[src/rtl/mem_arbiter_if.sv]
// Bundle of the two requester ports and the memory-controller port of mem_arbiter.
// The slave modport is the arbiter's view; master is the requester/memory side.
interface mem_arbiter_if #(
  parameter int ADDR_W = 10,
  parameter int DATA_W = 32
);
  // Requester side
  logic              req0;
  logic              req1;
  logic              we0;
  logic              we1;
  logic [ADDR_W-1:0] addr0;
  logic [ADDR_W-1:0] addr1;
  logic [DATA_W-1:0] wdata0;
  logic [DATA_W-1:0] wdata1;
  logic              ack0;
  logic              ack1;
  logic [DATA_W-1:0] rdata;
  logic              busy;

  // Memory-controller side
  logic              mem_read;
  logic              mem_write;
  logic [ADDR_W-1:0] mem_address;
  logic [DATA_W-1:0] mem_val;
  logic [DATA_W-1:0] mem_value;

  modport slave (
    input  req0, req1, we0, we1, addr0, addr1, wdata0, wdata1, mem_value,
    output ack0, ack1, rdata, busy, mem_read, mem_write, mem_address, mem_val
  );

  modport master (
    output req0, req1, we0, we1, addr0, addr1, wdata0, wdata1, mem_value,
    input  ack0, ack1, rdata, busy, mem_read, mem_write, mem_address, mem_val
  );
endinterface

[src/rtl/mem_arbiter.sv]
// Two-requester round-robin arbiter in front of a single-ported memory controller.
// One transaction at a time: IDLE -> ISSUE (strobe) -> WAIT (MEM_LAT cycles) -> RESP (ack).
module mem_arbiter #(
  parameter int ADDR_W  = 10,
  parameter int DATA_W  = 32,
  parameter int MEM_LAT = 1    // 1..15
) (
  input logic            clk,
  input logic            rst,
  mem_arbiter_if.slave   bus
);

  typedef enum logic [1:0] {
    S_IDLE,
    S_ISSUE,
    S_WAIT,
    S_RESP
  } state_t;

  // WAIT counts down from MEM_LAT-1 to 0, giving exactly MEM_LAT cycles.
  localparam logic [3:0] LP_WAIT_INIT = 4'(MEM_LAT - 1);

  state_t            r_state;
  state_t            w_next;
  logic              r_grant;       // requester owning the current transaction
  logic              r_last_grant;  // owner of the last completed transaction
  logic              r_we;
  logic [ADDR_W-1:0] r_addr;
  logic [DATA_W-1:0] r_wdata;
  logic [DATA_W-1:0] r_rdata;
  logic [3:0]        r_cnt;

  logic              w_any_req;
  logic              w_pick;

  assign w_any_req = bus.req0 | bus.req1;
  // A lone request wins outright; on a tie the requester that did not go last wins.
  assign w_pick    = (bus.req0 & bus.req1) ? ~r_last_grant : bus.req1;

  // State register.
  always_ff @(posedge clk) begin
    // NOTE: sequential state uses non-blocking assignments so every register
    // sees the values from before the edge, independent of statement order.
    if (rst) r_state <= S_IDLE;
    else     r_state <= w_next;
  end

  // Next-state logic.
  always_comb begin
    // NOTE: default first, so no path through the case leaves w_next
    // unassigned and no latch is inferred.
    w_next = r_state;
    case (r_state)
      S_IDLE:  if (w_any_req) w_next = S_ISSUE;
      S_ISSUE: w_next = S_WAIT;
      S_WAIT:  if (r_cnt == 4'd0) w_next = S_RESP;
      S_RESP:  w_next = S_IDLE;
      default: w_next = S_IDLE;
    endcase
  end

  // Request latching, wait counter, read capture and round-robin history.
  always_ff @(posedge clk) begin
    // NOTE: the datapath registers are reset too, because the bus outputs
    // (rdata, mem_address, mem_val) must read zero straight out of reset.
    if (rst) begin
      r_grant      <= 1'b0;
      r_last_grant <= 1'b1;
      r_we         <= 1'b0;
      r_addr       <= '0;
      r_wdata      <= '0;
      r_rdata      <= '0;
      r_cnt        <= '0;
    end else begin
      case (r_state)
        S_IDLE: begin
          if (w_any_req) begin
            r_grant <= w_pick;
            r_we    <= w_pick ? bus.we1    : bus.we0;
            r_addr  <= w_pick ? bus.addr1  : bus.addr0;
            r_wdata <= w_pick ? bus.wdata1 : bus.wdata0;
          end
        end
        S_ISSUE: r_cnt <= LP_WAIT_INIT;
        S_WAIT: begin
          if (r_cnt == 4'd0) begin
            if (!r_we) r_rdata <= bus.mem_value;
          end else begin
            r_cnt <= r_cnt - 4'd1;
          end
        end
        S_RESP:  r_last_grant <= r_grant;
        default: ;
      endcase
    end
  end

  // Outputs decoded from state and latched request fields.
  always_comb begin
    bus.busy        = (r_state != S_IDLE);
    bus.mem_read    = (r_state == S_ISSUE) && !r_we;
    bus.mem_write   = (r_state == S_ISSUE) &&  r_we;
    bus.ack0        = (r_state == S_RESP)  && !r_grant;
    bus.ack1        = (r_state == S_RESP)  &&  r_grant;
    bus.mem_address = r_addr;
    bus.mem_val     = r_wdata;
    bus.rdata       = r_rdata;
  end

endmodule

[src/flat_wrapper.sv]
// flat-port wrapper written by rule: the top's interface ports become plain ports
module mem_arbiter_flat 
#(
  parameter int ADDR_W  = 10,
  parameter int DATA_W  = 32,
  parameter int MEM_LAT = 1            
)
  (clk, rst, bus_req0, bus_req1, bus_we0, bus_we1, bus_addr0, bus_addr1, bus_wdata0, bus_wdata1, bus_mem_value, bus_ack0, bus_ack1, bus_rdata, bus_busy, bus_mem_read, bus_mem_write, bus_mem_address, bus_mem_val);
  mem_arbiter_if #(.ADDR_W(ADDR_W), .DATA_W(DATA_W)) bus_i ();
  input logic clk;
  input logic rst;
  input wire logic [$bits(bus_i.req0)-1:0] bus_req0;
  input wire logic [$bits(bus_i.req1)-1:0] bus_req1;
  input wire logic [$bits(bus_i.we0)-1:0] bus_we0;
  input wire logic [$bits(bus_i.we1)-1:0] bus_we1;
  input wire logic [$bits(bus_i.addr0)-1:0] bus_addr0;
  input wire logic [$bits(bus_i.addr1)-1:0] bus_addr1;
  input wire logic [$bits(bus_i.wdata0)-1:0] bus_wdata0;
  input wire logic [$bits(bus_i.wdata1)-1:0] bus_wdata1;
  input wire logic [$bits(bus_i.mem_value)-1:0] bus_mem_value;
  output wire logic [$bits(bus_i.ack0)-1:0] bus_ack0;
  output wire logic [$bits(bus_i.ack1)-1:0] bus_ack1;
  output wire logic [$bits(bus_i.rdata)-1:0] bus_rdata;
  output wire logic [$bits(bus_i.busy)-1:0] bus_busy;
  output wire logic [$bits(bus_i.mem_read)-1:0] bus_mem_read;
  output wire logic [$bits(bus_i.mem_write)-1:0] bus_mem_write;
  output wire logic [$bits(bus_i.mem_address)-1:0] bus_mem_address;
  output wire logic [$bits(bus_i.mem_val)-1:0] bus_mem_val;
  assign bus_i.req0 = bus_req0;
  assign bus_i.req1 = bus_req1;
  assign bus_i.we0 = bus_we0;
  assign bus_i.we1 = bus_we1;
  assign bus_i.addr0 = bus_addr0;
  assign bus_i.addr1 = bus_addr1;
  assign bus_i.wdata0 = bus_wdata0;
  assign bus_i.wdata1 = bus_wdata1;
  assign bus_i.mem_value = bus_mem_value;
  assign bus_ack0 = bus_i.ack0;
  assign bus_ack1 = bus_i.ack1;
  assign bus_rdata = bus_i.rdata;
  assign bus_busy = bus_i.busy;
  assign bus_mem_read = bus_i.mem_read;
  assign bus_mem_write = bus_i.mem_write;
  assign bus_mem_address = bus_i.mem_address;
  assign bus_mem_val = bus_i.mem_val;
  mem_arbiter #(.ADDR_W(ADDR_W), .DATA_W(DATA_W), .MEM_LAT(MEM_LAT)) u_core (.clk(clk), .rst(rst), .bus(bus_i));
endmodule
[config.mk]
export PLATFORM = sky130hd
export DESIGN_NAME = mem_arbiter_flat
export DESIGN_NICKNAME = d
export VERILOG_FILES = /design/src/rtl/mem_arbiter_if.sv /design/src/rtl/mem_arbiter.sv /design/src/flat_wrapper.sv
export SDC_FILE = /design/constraint.sdc
export NUM_CORES = 1
export LEC_CHECK = 0
export CORE_ASPECT_RATIO = 1.2
export CORE_MARGIN = 4
export CORE_UTILIZATION = 42
export CTS_CLUSTER_SIZE = 28
export DETAILED_ROUTE_END_ITERATION = 10
export PLACE_DENSITY = 0.93
export RECOVER_POWER = 50
export REMOVE_ABC_BUFFERS = 1
export SLEW_MARGIN = 0
export SYNTH_ARGS = -nofsm -noshare
export SYNTH_HDL_FRONTEND = slang
export SYNTH_SLANG_ARGS = --single-unit
[constraint.sdc]
create_clock -name clk -period 2.7 [get_ports clk]
set_input_delay 0.405 -clock clk [delete_from_list [all_inputs] [get_ports clk]]
set_output_delay 0.405 -clock clk [all_outputs]
set_load 0.03 [all_outputs]
# After elaboration in Yosys (flattened, before gate mapping)
# Cells that the tools add are included.
# totals
regBits	83
input_bits	122
output_inout_bits	79
word_cells	42
# classes
addsub	1
n_eq_ne	6
mux	9
n_bitwise	4
n_reduce_logical	14
# op_table
op	n
$mux 32	1
$mux 10	1
$pmux 2 s4	1
$pmux 4 s2	1
$reduce_and 2->1	3
$eq 2x2->1 const B	2
$logic_and 1x1->1	4
$logic_not 4->1	1
$mux 2	2
$mux 4	1
$ne 2x1->1 const B	2
$reduce_bool 2->1	2
$sub 4x1->4 const B	1
$reduce_and 3->1	1
$eq 2x1->1 const B	1
$logic_not 1->1	2
$logic_not 2->1	1
$mux 1	2
$ne 2x2->1 const B	1
$not 1->1	2
$and 1x1->1	1
$or 1x1->1	1

# Longest topological paths before layout
# logic_depth
depth_word	3
depth_mapped	8
depth_no_buf	5

# Worst setup path after synthesis
# Ideal clock, no wire load.
# synth_path
kind	register to register
start	reg u_core.r_state[0]
end	reg u_core.r_cnt[2]
setup_time_ns	0.086
t_arrival_ns	1.425
t_required_ns	2.614
setup_slack_ns	1.189
stages_incl_launch_ff	7
n_path_buf	1
synth_period_minus_slack_ns	1.511
cell_sequence	dfxtp_1 > inv_1 > ha_1 > buf_4 > inv_1 > or4_1 > a211oi_1
# synth_between
elab_chain_len	3
word_cells_on_any_way	6
classes_between	eq/ne: 3; mux: 1; reduce/logical: 2
# synth_lines
item	line_no	source
from (decl)	mem_arbiter.sv:23	state_t r_state;
from (signal assigned)	mem_arbiter.sv:45	else r_state <= w_next;
$eq 2x2->1 or $eq 2x1->1 (tied branches)	mem_arbiter.sv:75	case (r_state)
$ne 2x2->1 (no line) or $reduce_bool 2->1 (tied branches)	-	
$reduce_and 2->1 (no line)	-	
to (signal assigned)	mem_arbiter.sv:89	r_cnt <= r_cnt - 4'd1;
to (decl)	mem_arbiter.sv:31	logic [3:0] r_cnt;
# Parallel ways exist; a longest one is shown, timed or not.
# A chain may end at the register's enable or synchronous reset.

# Final worst setup path
# layout_path
start	reg u_core.r_state[1]
end	out bus_mem_read
# layout_between
elab_chain_len	2
# layout_lines
item	line_no	source
$eq 2x1->1	mem_arbiter.sv:101	bus.mem_read = (r_state == S_ISSUE) && !r_we;
$logic_and 1x1->1	mem_arbiter.sv:101	
to (decl)	flat_wrapper.sv:25	output wire logic [$bits(bus_i.mem_read)-1:0] bus_mem_read;
# Every way passes these cells.

==> impl_metrics.csv <==
group,metric,value,unit
run_status,status,"finished, final reports clean",
synth,synth_cells,399,
synth,synth-compound-area-share,0.201,
final_layout,regArea,1660,um2
sta,setup_ws,0.457,ns
placement,pre_cts_slack,0.626,ns
synth,netlist_area,3630,um2
cts,clkSinkCount,83,
power,power_density,883,nW/um2
final_layout,fillers,611,
global_routing,overflow,0,
route,wl,11.1,mm
final_layout,diodes,0,
synth,yosysUniqueCellTypes,32,
synth,synthMuxAreaShare,0.124,
placement,place.gp.congestion,0.767,
route,via_per_inst,5.23,
die,start_util,0.438,
cts,root_buffer,"clkbuf_8",
cts,cts_tree,"done",
worst_setup_path,cp_max_fo,4,
synth,yosysTopAreaCellShare,0.458,
route,ant_nets,0,
global_routing,grt_pass1_wl,17.2,mm
die,fp.dieH,110,um
synth,ys_seq_elements,83,
final_layout,multi_input_area,1760,um2
placement,dp_cells,679,
route,drt_pass1_iterations,4,
global_routing,antenna_found_initial,1,
route,wl_per_cell,16.0,um
cts,cts.clk_slew.worst_paths,0.08,ns
sta,worst_pin_slew,1.04,ns
cts,htreeDepth,3,
final_layout,drive_gt1_frac,0.0448,
cts,cts_hold_buf,0,
synth,synth_edf_count,0,
synth,synth-xor-area-share,0,
power,vdd_ir_drop_max,0.547,mV
die,ioPinCount,201,
die,dieArea,10200,um2
route,drcViolationCount,0,
global_routing,first_global_vias,3655,
synth,avgSynthCellArea,9.10,um2
placement,dp_hpwl,8.34,mm
final_layout,fin_util,0.709,
cts,postCtsSetupRepairBufs,0,
sta,max_freq,0.446,GHz
worst_setup_path,r2r_cells,6,
synth,synthArstFlopShare,0,
sta,setup_viol,0,
synth,ys_seq_area_frac,0.458,
cts,tritoncts.num_buffers,9,
cts,cts_resized,0,
die,core.rowCount,36,
sta,slew_violations,0,
synth,synth_most_common_cell,"dfxtp_1",
worst_setup_path,crit_path_start_kind,"flop",
synth,yosys-top-cells-area,"dfxtp_1 46%, mux2i_1 12%, a211oi_1 9.1%",
synth,synth_common_cells,"83 x dfxtp_1, 45 x mux2i_1, 44 x a211oi_1, 44 x nor2_1, 35 x a21oi_1",
sta,fin_setup_tns,0,ns
cts,clockBufferDepth,2,
flow_run,drv_cap,0,
cts,insertion_delay,0.35,ns
sta,slew_headroom,0.308,
synth,synth-simple-area-share,0.129,
synth,synthAdderAreaFrac,0.0241,
sta,finalCriticalPeriod,2.24,ns
worst_setup_path,cp.required,2.30,ns
synth,yosys_warnings,0,
route,drt_iter0_markers,108,
power,leakagePower,2.32,nW
worst_setup_path,criticalPathCategory,"reg2out",
worst_setup_path,arrival,1.84,ns
final_layout,final_cell_count_no_fill,695,
global_routing,gr-usage-all-layers,0.213,
sta,finClkSkew,0.00673,ns
worst_hold_path,hold_class,"reg2reg",
synth,synth_top_family_by_area,"compound AO/OA/AOI/OAI gates",
worst_hold_path,holdPathStages,2,
die,coreArea,8290,um2
final_layout,area_delta_synth_final,61.8,%
placement,portBuffers,200,
sta,fin_crit_sh,0.831,
sta,hold_violations,0,
synth,synthFlopType,"dfxtp_1",
worst_setup_path,critPathCaptureType,"output port",
synth,yosys.area.top_type,"dfxtp_1",
sta,rsz0062_at_grt,"false",
final_layout,layout.nets,705,
global_routing,grt_max_degree,71,
route,num_vias,3637,
die,die_x,92.9,um
registers in the layout, indices dropped and copies added, names as in the netlist:
name	cells
u_core.r_grant	1
u_core.bus.rdata	32
u_core.bus.mem_address	10
u_core.r_cnt	4
u_core.r_state	2
u_core.r_we	1
u_core.r_last_grant	1
u_core.bus.mem_val	32
area by class of cell:
class | instances | area share
clock buffer | 12 | 0.0281
clock inverter | 4 | 0.00809
inverter | 8 | 0.00511
multi-input combinational | 269 | 0.299
sequential | 83 | 0.283
tap | 114 | 0.0243
timing repair buffer | 205 | 0.353
cell usage in the layout (no fill, tap or decap), drive strengths merged:
| master | n |
|---|---|
| nor3b | 2 |
| a211oi | 45 |
| ha | 7 |
| mux2i | 45 |
| o21ai | 33 |
| buf | 6 |
| a21o | 1 |
| or3b | 1 |
| inv | 8 |
| dfxtp | 83 |
| clkinv | 2 |
| or3 | 2 |
| nand2b | 5 |
| dlygate4sd3 | 70 |
| nor2b | 3 |
| nor3 | 2 |
| nand3 | 34 |
| clkinvlp | 1 |
| o211ai | 2 |
| clkdlybuf4s50 | 129 |
| o21a | 1 |
| clkbuf | 12 |
| nand2 | 1 |
| a21oi | 35 |
| a21boi | 1 |
| bufinv | 1 |
| nor2 | 44 |
| and2 | 2 |
| nand3b | 1 |
| or4 | 1 |
| a211o | 1 |
logic make-up (layout without fill, tap and decap cells):
| group | after synthesis | in the layout |
|---|---|---|
| DFF | 83 | 83 |
| and+or+nand+nor | 98 | 98 |
| AOI/OAI and AO/OA | 119 | 119 |
| buffers and inverters | 47 | 229 |
| adders and majority gates | 7 | 7 |
| muxes | 45 | 45 |
through the flow:
step | cell area [um2] | power, mW | hold slack [ns]
finish | 5870 | 5.18 | 0.478
global route | 5870 | 5.50 | 0.500
CTS | 5880 | 5.35 | 0.479
detailed placement | 5660 | 4.40 | 0.469
global placement | 5660 | 4.31 | 0.460
floorplan | 3430 | 3.28 | 0.436
layer usage:
metal / vias to the layer above / part of all wire / wire length, um / global-route usage
met5: - / 0.0011 / 12 / 0
met4: 2 / 0.021 / 234 / 0.0817
met3: 22 / 0.12 / 1340 / 0.0965
met2: 197 / 0.50 / 5550 / 0.374
met1: 1633 / 0.36 / 3950 / 0.225
li1: 1783 / - / - / -
report_power, final:
part           internal [mW]  switching, mW  total, mW
Clock                  0.500          0.423      0.923
Combinational          0.994           1.53       2.52
Sequential              1.56          0.177       1.74
worst max-delay path, cell delays in order, from the launching register on:
cell	delay, ns
dfxtp_1	0.34
inv_1	0.11
ha_1	0.21
nor2b_1	0.15
clkdlybuf4s50_1	0.68
worst paths after layout:
check	start	end	slack, ns
min	u_core.bus.rdata[17]	u_core.bus.rdata[17]	0.48
max reg2reg	u_core.r_state[0]	u_core.bus.mem_val[11]	0.59
min reg2reg	u_core.bus.rdata[17]	u_core.bus.rdata[17]	0.48
max	u_core.r_state[1]	bus_mem_read	0.46
Note: power is estimated with default switching activity, not from simulation.
